<file path="src/rtl/id_ex_if.sv">
// Decode-to-execute bundle: ID-stage decode results, MEM/WB forwarding taps,
// pipeline control, and the registered EX-stage operand/control outputs.
interface id_ex_if;
  logic        id_valid;
  logic [31:0] id_pc, id_rs1_data, id_rs2_data, id_imm;
  logic [4:0]  id_rs1_addr, id_rs2_addr, id_rd_addr;
  logic [3:0]  id_alu_ctrl;
  logic [1:0]  id_mul_ctrl;
  logic        id_is_mul, id_src1_pc, id_src2_imm, id_reg_we, id_mem_rd, id_mem_wr;
  logic        mem_reg_we, wb_reg_we;
  logic [4:0]  mem_rd_addr, wb_rd_addr;
  logic [31:0] mem_fwd_data, wb_data;
  logic        flush, hold;
  logic        id_stall;
  logic [31:0] src1, src2, mul_in1, mul_in2;
  logic [3:0]  alu_ctrl;
  logic [1:0]  mul_ctrl;
  logic        ex_valid, ex_is_mul, ex_reg_we, ex_mem_rd, ex_mem_wr;
  logic [4:0]  ex_rd_addr;
  logic [31:0] ex_pc, ex_store_data;

  modport master (
    output id_valid, id_pc, id_rs1_data, id_rs2_data, id_imm,
           id_rs1_addr, id_rs2_addr, id_rd_addr, id_alu_ctrl, id_mul_ctrl,
           id_is_mul, id_src1_pc, id_src2_imm, id_reg_we, id_mem_rd, id_mem_wr,
           mem_reg_we, wb_reg_we, mem_rd_addr, wb_rd_addr, mem_fwd_data, wb_data,
           flush, hold,
    input  id_stall, src1, src2, mul_in1, mul_in2, alu_ctrl, mul_ctrl,
           ex_valid, ex_is_mul, ex_reg_we, ex_mem_rd, ex_mem_wr,
           ex_rd_addr, ex_pc, ex_store_data
  );

  modport slave (
    input  id_valid, id_pc, id_rs1_data, id_rs2_data, id_imm,
           id_rs1_addr, id_rs2_addr, id_rd_addr, id_alu_ctrl, id_mul_ctrl,
           id_is_mul, id_src1_pc, id_src2_imm, id_reg_we, id_mem_rd, id_mem_wr,
           mem_reg_we, wb_reg_we, mem_rd_addr, wb_rd_addr, mem_fwd_data, wb_data,
           flush, hold,
    output id_stall, src1, src2, mul_in1, mul_in2, alu_ctrl, mul_ctrl,
           ex_valid, ex_is_mul, ex_reg_we, ex_mem_rd, ex_mem_wr,
           ex_rd_addr, ex_pc, ex_store_data
  );
endinterface

</file>
<file path="src/rtl/id_ex_stage.sv">
// ID/EX pipeline register with MEM/WB operand forwarding, load-use stall
// detection and bubble insertion on hazards and branch flushes.
module id_ex_stage (
  input  logic   clk,
  input  logic   rst,
  id_ex_if.slave bus
);
  typedef struct packed {
    logic        valid;
    logic [31:0] pc, rs1_data, rs2_data, imm;
    logic [4:0]  rs1_addr, rs2_addr, rd_addr;
    logic [3:0]  alu_ctrl;
    logic [1:0]  mul_ctrl;
    logic        is_mul, src1_pc, src2_imm, reg_we, mem_rd, mem_wr;
  } stage_t;

  stage_t      r_ex, w_id;
  logic        w_hazard, w_bubble;
  logic [31:0] w_fwd1, w_fwd2;

  always_comb begin
    w_id          = '0;
    w_id.valid    = 1'b1;
    w_id.pc       = bus.id_pc;
    w_id.rs1_data = bus.id_rs1_data;
    w_id.rs2_data = bus.id_rs2_data;
    w_id.imm      = bus.id_imm;
    w_id.rs1_addr = bus.id_rs1_addr;
    w_id.rs2_addr = bus.id_rs2_addr;
    w_id.rd_addr  = bus.id_rd_addr;
    w_id.alu_ctrl = bus.id_alu_ctrl;
    w_id.mul_ctrl = bus.id_mul_ctrl;
    w_id.is_mul   = bus.id_is_mul;
    w_id.src1_pc  = bus.id_src1_pc;
    w_id.src2_imm = bus.id_src2_imm;
    w_id.reg_we   = bus.id_reg_we;
    w_id.mem_rd   = bus.id_mem_rd;
    w_id.mem_wr   = bus.id_mem_wr;
  end

  // A load in EX whose result the decoding instruction needs next cycle.
  assign w_hazard = bus.id_valid & r_ex.valid & r_ex.mem_rd & (r_ex.rd_addr != 5'd0) &
                    ((r_ex.rd_addr == bus.id_rs1_addr) | (r_ex.rd_addr == bus.id_rs2_addr));
  assign bus.id_stall = w_hazard & ~bus.flush;
  assign w_bubble     = bus.flush | w_hazard | ~bus.id_valid;

  // Bubbles clear the whole register so EX sees a clean all-zero NOP.
  always_ff @(posedge clk) begin
    if (!rst)          r_ex <= '0;
    else if (!bus.hold) begin
      if (w_bubble)    r_ex <= '0;
      else             r_ex <= w_id;
    end
  end

  function automatic logic [31:0] fwd_sel(
    input logic [4:0]  addr,
    input logic [31:0] reg_data,
    input logic        m_we,
    input logic [4:0]  m_rd,
    input logic [31:0] m_data,
    input logic        w_we,
    input logic [4:0]  w_rd,
    input logic [31:0] w_data
  );
    if (addr == 5'd0)                 return 32'd0;
    else if (m_we && (m_rd == addr))  return m_data;
    else if (w_we && (w_rd == addr))  return w_data;
    else                              return reg_data;
  endfunction

  assign w_fwd1 = fwd_sel(r_ex.rs1_addr, r_ex.rs1_data, bus.mem_reg_we, bus.mem_rd_addr,
                          bus.mem_fwd_data, bus.wb_reg_we, bus.wb_rd_addr, bus.wb_data);
  assign w_fwd2 = fwd_sel(r_ex.rs2_addr, r_ex.rs2_data, bus.mem_reg_we, bus.mem_rd_addr,
                          bus.mem_fwd_data, bus.wb_reg_we, bus.wb_rd_addr, bus.wb_data);

  assign bus.src1          = r_ex.src1_pc  ? r_ex.pc  : w_fwd1;
  assign bus.src2          = r_ex.src2_imm ? r_ex.imm : w_fwd2;
  assign bus.mul_in1       = w_fwd1;
  assign bus.mul_in2       = w_fwd2;
  assign bus.ex_store_data = w_fwd2;
  assign bus.alu_ctrl      = r_ex.alu_ctrl;
  assign bus.mul_ctrl      = r_ex.mul_ctrl;
  assign bus.ex_valid      = r_ex.valid;
  assign bus.ex_is_mul     = r_ex.is_mul;
  assign bus.ex_reg_we     = r_ex.reg_we;
  assign bus.ex_mem_rd     = r_ex.mem_rd;
  assign bus.ex_mem_wr     = r_ex.mem_wr;
  assign bus.ex_rd_addr    = r_ex.rd_addr;
  assign bus.ex_pc         = r_ex.pc;
endmodule

</file>
<file path="src/flat_wrapper.sv">
// flat-port wrapper written by rule: the top's interface ports become plain ports
module id_ex_stage_flat 
  (clk, rst, bus_id_valid, bus_id_pc, bus_id_rs1_data, bus_id_rs2_data, bus_id_imm, bus_id_rs1_addr, bus_id_rs2_addr, bus_id_rd_addr, bus_id_alu_ctrl, bus_id_mul_ctrl, bus_id_is_mul, bus_id_src1_pc, bus_id_src2_imm, bus_id_reg_we, bus_id_mem_rd, bus_id_mem_wr, bus_mem_reg_we, bus_wb_reg_we, bus_mem_rd_addr, bus_wb_rd_addr, bus_mem_fwd_data, bus_wb_data, bus_flush, bus_hold, bus_id_stall, bus_src1, bus_src2, bus_mul_in1, bus_mul_in2, bus_alu_ctrl, bus_mul_ctrl, bus_ex_valid, bus_ex_is_mul, bus_ex_reg_we, bus_ex_mem_rd, bus_ex_mem_wr, bus_ex_rd_addr, bus_ex_pc, bus_ex_store_data);
  id_ex_if bus_i ();
  input  logic clk;
  input  logic rst;
  input wire logic [$bits(bus_i.id_valid)-1:0] bus_id_valid;
  input wire logic [$bits(bus_i.id_pc)-1:0] bus_id_pc;
  input wire logic [$bits(bus_i.id_rs1_data)-1:0] bus_id_rs1_data;
  input wire logic [$bits(bus_i.id_rs2_data)-1:0] bus_id_rs2_data;
  input wire logic [$bits(bus_i.id_imm)-1:0] bus_id_imm;
  input wire logic [$bits(bus_i.id_rs1_addr)-1:0] bus_id_rs1_addr;
  input wire logic [$bits(bus_i.id_rs2_addr)-1:0] bus_id_rs2_addr;
  input wire logic [$bits(bus_i.id_rd_addr)-1:0] bus_id_rd_addr;
  input wire logic [$bits(bus_i.id_alu_ctrl)-1:0] bus_id_alu_ctrl;
  input wire logic [$bits(bus_i.id_mul_ctrl)-1:0] bus_id_mul_ctrl;
  input wire logic [$bits(bus_i.id_is_mul)-1:0] bus_id_is_mul;
  input wire logic [$bits(bus_i.id_src1_pc)-1:0] bus_id_src1_pc;
  input wire logic [$bits(bus_i.id_src2_imm)-1:0] bus_id_src2_imm;
  input wire logic [$bits(bus_i.id_reg_we)-1:0] bus_id_reg_we;
  input wire logic [$bits(bus_i.id_mem_rd)-1:0] bus_id_mem_rd;
  input wire logic [$bits(bus_i.id_mem_wr)-1:0] bus_id_mem_wr;
  input wire logic [$bits(bus_i.mem_reg_we)-1:0] bus_mem_reg_we;
  input wire logic [$bits(bus_i.wb_reg_we)-1:0] bus_wb_reg_we;
  input wire logic [$bits(bus_i.mem_rd_addr)-1:0] bus_mem_rd_addr;
  input wire logic [$bits(bus_i.wb_rd_addr)-1:0] bus_wb_rd_addr;
  input wire logic [$bits(bus_i.mem_fwd_data)-1:0] bus_mem_fwd_data;
  input wire logic [$bits(bus_i.wb_data)-1:0] bus_wb_data;
  input wire logic [$bits(bus_i.flush)-1:0] bus_flush;
  input wire logic [$bits(bus_i.hold)-1:0] bus_hold;
  output wire logic [$bits(bus_i.id_stall)-1:0] bus_id_stall;
  output wire logic [$bits(bus_i.src1)-1:0] bus_src1;
  output wire logic [$bits(bus_i.src2)-1:0] bus_src2;
  output wire logic [$bits(bus_i.mul_in1)-1:0] bus_mul_in1;
  output wire logic [$bits(bus_i.mul_in2)-1:0] bus_mul_in2;
  output wire logic [$bits(bus_i.alu_ctrl)-1:0] bus_alu_ctrl;
  output wire logic [$bits(bus_i.mul_ctrl)-1:0] bus_mul_ctrl;
  output wire logic [$bits(bus_i.ex_valid)-1:0] bus_ex_valid;
  output wire logic [$bits(bus_i.ex_is_mul)-1:0] bus_ex_is_mul;
  output wire logic [$bits(bus_i.ex_reg_we)-1:0] bus_ex_reg_we;
  output wire logic [$bits(bus_i.ex_mem_rd)-1:0] bus_ex_mem_rd;
  output wire logic [$bits(bus_i.ex_mem_wr)-1:0] bus_ex_mem_wr;
  output wire logic [$bits(bus_i.ex_rd_addr)-1:0] bus_ex_rd_addr;
  output wire logic [$bits(bus_i.ex_pc)-1:0] bus_ex_pc;
  output wire logic [$bits(bus_i.ex_store_data)-1:0] bus_ex_store_data;
  assign bus_i.id_valid = bus_id_valid;
  assign bus_i.id_pc = bus_id_pc;
  assign bus_i.id_rs1_data = bus_id_rs1_data;
  assign bus_i.id_rs2_data = bus_id_rs2_data;
  assign bus_i.id_imm = bus_id_imm;
  assign bus_i.id_rs1_addr = bus_id_rs1_addr;
  assign bus_i.id_rs2_addr = bus_id_rs2_addr;
  assign bus_i.id_rd_addr = bus_id_rd_addr;
  assign bus_i.id_alu_ctrl = bus_id_alu_ctrl;
  assign bus_i.id_mul_ctrl = bus_id_mul_ctrl;
  assign bus_i.id_is_mul = bus_id_is_mul;
  assign bus_i.id_src1_pc = bus_id_src1_pc;
  assign bus_i.id_src2_imm = bus_id_src2_imm;
  assign bus_i.id_reg_we = bus_id_reg_we;
  assign bus_i.id_mem_rd = bus_id_mem_rd;
  assign bus_i.id_mem_wr = bus_id_mem_wr;
  assign bus_i.mem_reg_we = bus_mem_reg_we;
  assign bus_i.wb_reg_we = bus_wb_reg_we;
  assign bus_i.mem_rd_addr = bus_mem_rd_addr;
  assign bus_i.wb_rd_addr = bus_wb_rd_addr;
  assign bus_i.mem_fwd_data = bus_mem_fwd_data;
  assign bus_i.wb_data = bus_wb_data;
  assign bus_i.flush = bus_flush;
  assign bus_i.hold = bus_hold;
  assign bus_id_stall = bus_i.id_stall;
  assign bus_src1 = bus_i.src1;
  assign bus_src2 = bus_i.src2;
  assign bus_mul_in1 = bus_i.mul_in1;
  assign bus_mul_in2 = bus_i.mul_in2;
  assign bus_alu_ctrl = bus_i.alu_ctrl;
  assign bus_mul_ctrl = bus_i.mul_ctrl;
  assign bus_ex_valid = bus_i.ex_valid;
  assign bus_ex_is_mul = bus_i.ex_is_mul;
  assign bus_ex_reg_we = bus_i.ex_reg_we;
  assign bus_ex_mem_rd = bus_i.ex_mem_rd;
  assign bus_ex_mem_wr = bus_i.ex_mem_wr;
  assign bus_ex_rd_addr = bus_i.ex_rd_addr;
  assign bus_ex_pc = bus_i.ex_pc;
  assign bus_ex_store_data = bus_i.ex_store_data;
  id_ex_stage u_core (.clk(clk), .rst(rst), .bus(bus_i));
endmodule
</file>
<file path="config.mk">
export PLATFORM = sky130hd
export DESIGN_NAME = id_ex_stage_flat
export DESIGN_NICKNAME = d
export VERILOG_FILES = /design/src/rtl/id_ex_if.sv /design/src/rtl/id_ex_stage.sv /design/src/flat_wrapper.sv
export SDC_FILE = /design/constraint.sdc
export NUM_CORES = 1
export LEC_CHECK = 0
export CAP_MARGIN = 5
export CORE_AREA = 2 2 175 177
export CTS_BUF_LIST = sky130_fd_sc_hd__clkbuf_16
export CTS_CLUSTER_SIZE = 24
export DETAILED_ROUTE_END_ITERATION = 8
export DIE_AREA = 0 0 177 179
export GPL_ROUTABILITY_DRIVEN = 0
export HOLD_SLACK_MARGIN = 0.15
export PLACE_DENSITY = 0.7
export SETUP_SLACK_MARGIN = 0.1
export SKIP_LAST_GASP = 1
export SYNTH_ARGS = -nofsm -noshare
export SYNTH_HDL_FRONTEND = slang
export SYNTH_SLANG_ARGS = --single-unit
export TNS_END_PERCENT = 20
</file>
<file path="constraint.sdc">
create_clock -name clk -period 5.4 [get_ports clk]
set_input_delay 1.08 -clock clk [delete_from_list [all_inputs] [get_ports clk]]
set_output_delay 1.08 -clock clk [all_outputs]
set_load 0.01 [all_outputs]
</file>
# Yosys cells after proc, flatten, opt, wreduce, memory -nomap -nowiden
# Index checks and enable logic that the tools add are counted.
# classes
n_eq_ne	6
mux	9
bitwise_logic	10
reduce_logical	7
# ops
operator	count
$mux 32	8
$mux 156	1
$eq 5x5->1	6
$logic_not 5->1	2
$and 1x1->1	5
$reduce_bool 5->1	1
$logic_and 1x1->1	4
$or 1x1->1	3
$not 1->1	2
# word_totals
reg_bits	156
in_bits	236
out_inout_bits	209

# Logic depth before layout (Yosys ltp)
# Gate-level depths: netlist of the first run.
# depth
depth_word	7
ltp_mapped	8
mapped_depth_nobuf	5

# Worst setup path after synthesis of the first run
# No wires, ideal clock.
# synth_path
path_kind	input to output
startpoint	input port bus_wb_rd_addr[0]
endpoint	output port bus_mul_in2[21]
t_arrival_ps	2615
required_ps	4320
slack_ps	1705
path_stages	8
path_cell_list	xnor2_1 nand3_1 or3_1 buf_6 buf_6 a221o_1 and3_2 buf_4
# synth_via
elab_chain_len	5
# synth_lines
element	line_no	text
from (decl)	flat_wrapper.sv:26	input wire logic [$bits(bus_i.wb_rd_addr)-1:0] bus_wb_rd_addr;
$eq 5x5->1	id_ex_stage.sv:68	else if (w_we && (w_rd == addr)) return w_data;
$logic_and 1x1->1	id_ex_stage.sv:68	
$mux 32	id_ex_stage.sv:68	
$mux 32	id_ex_stage.sv:67	else if (m_we && (m_rd == addr)) return m_data;
$mux 32	id_ex_stage.sv:66	if (addr == 5'd0) return 32'd0;
to (decl)	flat_wrapper.sv:35	output wire logic [$bits(bus_i.mul_in2)-1:0] bus_mul_in2;
# No other way between the ends.

# Worst setup path after layout of the first run
# layout_path
startpoint	input port bus_wb_rd_addr[0]
endpoint	output port bus_src2[31]
# layout_via
elab_chain_len	6
# layout_lines
element	line_no	text
$eq 5x5->1	id_ex_stage.sv:68	
$logic_and 1x1->1	id_ex_stage.sv:68	
$mux 32	id_ex_stage.sv:68	
$mux 32	id_ex_stage.sv:67	
$mux 32	id_ex_stage.sv:66	
$mux 32	id_ex_stage.sv:78	assign bus.src2 = r_ex.src2_imm ? r_ex.imm : w_fwd2;
to (decl)	flat_wrapper.sv:33	output wire logic [$bits(bus_i.src2)-1:0] bus_src2;
# No other way between the ends.

==> metrics.csv, run 1 <==
metric,value,unit
CP bufs+invs,3,
vias in the first global route,8665,
Slew @ Worst Pin,1.07,ns
Row Count,64,
Synth Instances,863,
Post-synth ARST share,0,
total CTS buffers,17,
total core area,30000,µm²
die area,31700,µm²
total track usage,0.223,
via-per-instance ratio,5.44,
Clk pwr share,0.427,
met2 usage,0.363,
met3 usage,0.0547,
post-CTS sizing,0,
CP Cell Sequence,clkdlybuf4s50_1 > xnor2_1 > nand3_1 > or3_2 > buf_4 > a221o_2 > a32o_1 > clkdlybuf4s50_1,
top cell type's share of synthesized area,0.383,
Setup Skew,0.0123,ns
final setup violation count,0,
kind of critical path,input pin to output pin,
Chip Width,177,µm
"Net Count, Synth",1099,
Fin Setup TNS,0,ns
Power Total,2.96,mW
Seq pwr share,0.408,
Final Max Tran Viols,0,
Worst path top cell family by delay,buffers and inverters,
Psw,0.775,mW
status,completed,
WP data required,4.32,ns
peak supply drop,0.195,mV
sequential area share after synthesis,0.383,
total global routing overflow,0,
Post-CTS Setup Bufs,0,
FF-to-FF path depth,6,
final WL,37200,µm
via count,8720,
height of the die,179,µm
cell repeated most along the worst path,clkdlybuf4s50_1,
Worst setup SP type,input pin,
Power per Cell Area,227,nW/µm²
Comb pwr share,0.164,
initial DRC count,762,
final hold violations,0,
Slowest Stage Delay on Critical Path,0.53,ns
Post-Synth XOR/XNOR Area,0.0322,
antenna-violating nets left,0,
Mapped Area,8160,µm²
top post-synthesis cells by area,"dfxtp_1, a22o_1, a32o_1, a221o_1, buf_4",
Leak,4.85,nW
M1 GR Usage,0.283,
Max transition margin,0.289,
"area fraction in and, or, nand and nor cells after synthesis",0.140,
I/O Buffers,444,
H-tree depth,4,
Tmin final,4.92,ns
Worst-path clk slew,0.06,ns
global-route wire length before repair,52900,µm
fmax,0.203,GHz
TritonRoute pass-1 iters,4,
CP arrival,3.84,ns
Hold Path Class,flip-flop to flip-flop,
share of layout cells above drive strength 1,0.0814,
RR Endpoint,u_core.bus.ex_pc[15],
worst r2r src,u_core.bus.ex_rd_addr[2],
Clock Tree Buf Depth,2,
max cap viols,0,
DP HPWL,26700,µm
min-delay src,u_core.r_ex[57],
CTS tree,done,
#FFs+latches synth,156,
initial core utilization,0.272,
Worst setup EP type,output pin,
Top Ports,445,
nets@finish,1427,
post-synthesis cell type count,27,
CP Max Fanout,17,
Synth Warn #,0,
end of the worst hold path,u_core.r_ex[57],
compound-gate portion of the synthesized area,0.329,
initial antenna violation count,2,
Worst-Skew Late Latency,0.42,ns
WHS Path Cells,1,
largest net degree at the start of global routing,140,
CTS sink cnt,156,
"count leader, synth",dfxtp_1,
"area leader, netlist",dfxtp_1,
switching share of power,0.262,
Tcrit/Tclk final,0.911,
Post-Synth Adder-Cell Area,0,
Syn Area/Cell,9.45,µm²
Crit-path slowest cell,clkdlybuf4s50_1,
CTS hold repair buffers,0,
Area Overhead vs Synth,60.0,%
combinational family with the most area after synthesis,compound AO/OA/AOI/OAI gates,
internal power,2.19,mW
GR peak layer,met2,
layout filler cell count,2904,
root buf cell,clkbuf_16,
"setup slack, reg-to-reg",3.23,ns
number of flops mapped to enable cells by yosys,0,
average wire per standard cell,23.2,µm
synth cell count leaders,"dfxtp_1, a22o_1, buf_4, nand2_1, a32o_1",
Synth Flop Type,dfxtp_1,
mux cell area share after synthesis,0,
DRC viols,0,
unrepaired setup endpoints after global routing,no,
routing by layer:
| metal | part of all wire | vias to the layer above |
|---|---|---|
| met5 | 0 | - |
| met4 | 0.024 | 0 |
| met3 | 0.090 | 65 |
| met2 | 0.47 | 493 |
| met1 | 0.42 | 4250 |
| li1 | - | 3912 |
power groups by stage:
stage          registers, mW  logic, mW  clock network, mW
2_1_floorplan           1.22      0.196                  0
3_3_place_gp            1.23      0.479                  0
3_5_place_dp            1.23      0.482                  0
4_1_cts                 1.21      0.484               1.29
5_1_grt                 1.21      0.515               1.34
6_report                1.21      0.487               1.27
worst reg2reg max path, delay by kind of cell (launching register included):
| family | cells | cell delay, ns |
|---|---|---|
| compound gates | 3 | 0.95 |
| xor+xnor | 1 | 0.11 |
| buf+inv | 1 | 0.53 |
| simple gates | 1 | 0.07 |
| flops | 1 | 0.44 |
flip-flops by register name (all words and copies together), names as in the netlist:
| register | cells |
|---|---|
| u_core.bus.alu_ctrl | 4 |
| u_core.bus.ex_is_mul | 1 |
| u_core.bus.ex_mem_rd | 1 |
| u_core.bus.ex_mem_wr | 1 |
| u_core.bus.ex_pc | 32 |
| u_core.bus.ex_rd_addr | 5 |
| u_core.bus.ex_reg_we | 1 |
| u_core.bus.ex_valid | 1 |
| u_core.bus.mul_ctrl | 2 |
| u_core.r_ex | 108 |
cell type report:
type / instances / area (µm²) / area share
antenna: 3 / 7.51 / 0.000575
clock buffer: 17 / 425 / 0.0326
clock inverter: 15 / 170 / 0.0130
inverter: 2 / 7.51 / 0.000575
multi-input combinational: 544 / 4170 / 0.319
sequential: 156 / 3130 / 0.239
tap: 396 / 495 / 0.0379
timing repair buffer: 470 / 4660 / 0.357
per-stage QoR:
stage	hold WS (ns)	instances	area [µm²]	utilization	setup slack [ns]
3_5_place_dp	0.455	1568	12500	0.415	0.510
4_1_cts	0.478	1600	13100	0.435	0.496
5_1_grt	0.488	1601	13100	0.435	0.384
2_1_floorplan	0.443	863	8160	-	1.70
3_3_place_gp	0.455	1568	12500	0.415	0.507
6_report	0.476	1603	13100	0.435	0.482
cells by family after synthesis:
kind of cell,after synthesis
compound gates,289
buf+inv,163
xor+xnor,30
simple gates,225
flops,156
layout by cell type, fill, tap and decap left out, drive strengths merged:
cell type and instances:
clkinvlp 2, or3 1, diode 3, a32o 64
a22o 155, and2 34, xor2 5, clkinv 6
and3 64, inv 6, nand2 73, dfxtp 156
xnor2 25, a21oi 3, clkdlybuf4s50 443, nor3 6
bufinv 3, clkbuf 17, nor2 40, a2111oi 1
buf 27, nand3 7, a21o 1, o22ai 1
a221o 64
worst max-delay path by stage:
stage / startpoint / to / slack, ns / cells after the start
final: bus_wb_rd_addr[0] / bus_src2[31] / 0.48 / 8
after CTS: bus_wb_rd_addr[0] / bus_src2[12] / 0.50 / 8
after global routing: bus_wb_rd_addr[0] / bus_src2[31] / 0.38 / 8
after global placement: bus_wb_rd_addr[0] / bus_src2[31] / 0.51 / 8
after detailed placement: bus_wb_rd_addr[0] / bus_src2[31] / 0.51 / 8
after floorplan: bus_wb_rd_addr[0] / bus_mul_in2[21] / 1.70 / 8
Note: power is estimated with default switching activity, not from simulation.
==> run 2, diff against run 1 <==
--- a/config.mk
+++ b/config.mk
@@ -14,8 +14,10 @@
 export GPL_ROUTABILITY_DRIVEN = 0
 export HOLD_SLACK_MARGIN = 0.15
 export PLACE_DENSITY = 0.7
+export RECOVER_POWER = 50
 export SETUP_SLACK_MARGIN = 0.1
 export SKIP_LAST_GASP = 1
+export SLEW_MARGIN = 20
 export SYNTH_ARGS = -nofsm -noshare
 export SYNTH_HDL_FRONTEND = slang
 export SYNTH_SLANG_ARGS = --single-unit
==> run 2 against run 1 <==
Net effect:
- the flow now finishes with violations (max-capacitance violations, max-slew violations)
- combinational power decreased by 0.8%
- flip-flop and latch count is the same
- non-clock buffer count unchanged
- hold slack lost 0.0051 ns
- via count up 0.26%
- final cell count stayed put
- highest routed layer unchanged
==> metrics.csv, run 2 (synthesis results as in run 1) <==
metric,value,unit,change
CTS tree,done,,
Top Ports,445,,unchanged
via count,8743,,+0.26%
failing checks,"max-capacitance violations, max-slew violations",,
I/O Buffers,444,,unchanged
Max transition margin,-0.893,,-1.18
status,"finished, violations left",,
peak supply drop,0.194,mV,-0.47%
area of the multi-input gates,4150,µm²,-0.45%
Post-CTS Setup Bufs,0,,unchanged
most frequent cells in the layout,"clkdlybuf4s50_1, a22o_1, dfxtp_1",,
Worst-Skew Late Latency,0.42,ns,about the same
max reg flops,108,,unchanged
Setup Skew,0.0130,ns,+0.000676 ns
WP data required,4.32,ns,about the same
RR Endpoint,u_core.bus.ex_pc[18],,
vias in the first global route,8665,,unchanged
Area Overhead vs Synth,59.6,%,
end of the worst hold path,u_core.bus.alu_ctrl[0],,
CTS sink cnt,156,,unchanged
via-per-instance ratio,5.45,,+0.26%
Chip Width,177,µm,unchanged
share of layout cells above drive strength 1,0.0797,,-0.00166
initial DRC count,791,,+3.8%
root buf cell,clkbuf_16,,
H-tree depth,4,,unchanged
total track usage,0.223,,unchanged
total global routing overflow,0,,unchanged
Biggest register,u_core.r_ex,,
final setup violation count,0,,unchanged
total core area,30000,µm²,unchanged
nets@finish,1427,,unchanged
Crit-path slowest cell,clkdlybuf4s50_1,,
DRC viols,0,,unchanged
final WL,37200,µm,about the same
WHS Path Cells,1,,unchanged
Worst setup SP type,input pin,,
register area,3130,µm²,unchanged
min-delay src,u_core.bus.alu_ctrl[0],,
max cap viols,1,,+1
Clock Tree Buf Depth,2,,unchanged
CTS hold repair buffers,0,,unchanged
CP Max Fanout,17,,unchanged
Slowest Stage Delay on Critical Path,0.53,ns,about the same
Worst setup EP type,output pin,,
"commonest non-fill, non-tap cell in the layout",clkdlybuf4s50_1,,
cell repeated most along the worst path,clkdlybuf4s50_1,,
layout filler cell count,2909,,+0.17%
average wire per standard cell,23.2,µm,about the same
initial core utilization,0.272,,unchanged
Final Max Tran Viols,140,,+140
Worst path top cell family by delay,buffers and inverters,,
initial antenna violation count,2,,unchanged
post-route insts no fill,1603,,unchanged
kind of critical path,input pin to output pin,,
Power per Cell Area,227,nW/µm²,about the same
Row Count,64,,unchanged
"setup slack, reg-to-reg",1.44,ns,-1.79 ns
post-CTS sizing,0,,unchanged
global-route wire length before repair,52900,µm,unchanged
placed cell count,1568,,unchanged
final hold violations,0,,unchanged
Leak,5.01,nW,+3.1%
total CTS buffers,17,,unchanged
DP HPWL,26700,µm,unchanged
antenna-violating nets left,0,,unchanged
CP arrival,3.83,ns,about the same
fmax,0.204,GHz,+0.12%
unrepaired setup endpoints after global routing,no,,
height of the die,179,µm,unchanged
Worst-path clk slew,0.06,ns,about the same
Tmin final,4.91,ns,-0.00609 ns
Hold Path Class,flip-flop to flip-flop,,
TritonRoute pass-1 iters,6,,+2
die area,31700,µm²,unchanged
Slew @ Worst Pin,2.84,ns,+1.77 ns
largest net degree at the start of global routing,140,,unchanged
Fin Setup TNS,0,ns,unchanged
CP Cell Sequence,clkdlybuf4s50_1 > xnor2_1 > nand3_1 > or3_2 > buf_4 > a221o_2 > a32o_1 > clkdlybuf4s50_1,,
FF-to-FF path depth,6,,unchanged
Tcrit/Tclk final,0.910,,-0.00113
Min Hold Slack,0.471,ns,-0.00507 ns
CP bufs+invs,3,,unchanged
worst r2r src,u_core.bus.ex_rd_addr[2],,
[run 2: cell type report]
class                      count  area share
timing repair buffer         470       0.356
multi-input combinational    544       0.319
sequential                   156       0.240
tap                          396      0.0381
clock buffer                  17      0.0327
clock inverter                15      0.0131
inverter                       2    0.000577
antenna                        3    0.000577
[run 2: metrics by stage]
stage | power, mW | util | worst slack, ns | area [µm²]
2_1_floorplan | 1.42 | - | 1.70 | 8160
3_3_place_gp | 1.71 | 0.415 | 0.507 | 12500
3_5_place_dp | 1.71 | 0.415 | 0.510 | 12500
4_1_cts | 2.98 | 0.435 | 0.496 | 13100
5_1_grt | 3.06 | 0.433 | 0.358 | 13000
6_report | 2.95 | 0.434 | 0.488 | 13000
[run 2: worst max-delay path by stage]
stage	from	endpoint	slack, ns	cells after the start
after floorplan	bus_wb_rd_addr[0]	bus_mul_in2[21]	1.70	8
after global placement	bus_wb_rd_addr[0]	bus_src2[31]	0.51	8
after detailed placement	bus_wb_rd_addr[0]	bus_src2[31]	0.51	8
after CTS	bus_wb_rd_addr[0]	bus_src2[12]	0.50	8
after global routing	bus_id_rs1_addr[0]	u_core.bus.ex_pc[18]	0.36	7
final	bus_wb_rd_addr[0]	bus_src2[31]	0.49	8
[run 2: report_power, final]
part	internal, mW	switching, mW	total (mW)
registers	1.18	0.0289	1.21
clock network	0.728	0.535	1.26
logic	0.274	0.208	0.483
total	2.18	0.773	2.95
[run 2: worst register-to-register path, stage by stage, from the launching register on]
cell	delay [ns]
dfxtp_1	0.44
xnor2_1	0.11
nand3_1	0.07
o22ai_1	0.12
a2111oi_0	0.55
buf_2	2.12
a22o_1	0.49
[run 2: per-layer routing]
metal | GRT usage | up-vias | wire length (µm) | share of wire
li1 | - | 3912 | - | -
met2 | 0.363 | 509 | 17500 | 0.47
met1 | 0.283 | 4254 | 15300 | 0.41
met3 | 0.0547 | 68 | 3470 | 0.093
met5 | 0 | - | 0 | 0
met4 | 0.0864 | 0 | 961 | 0.026
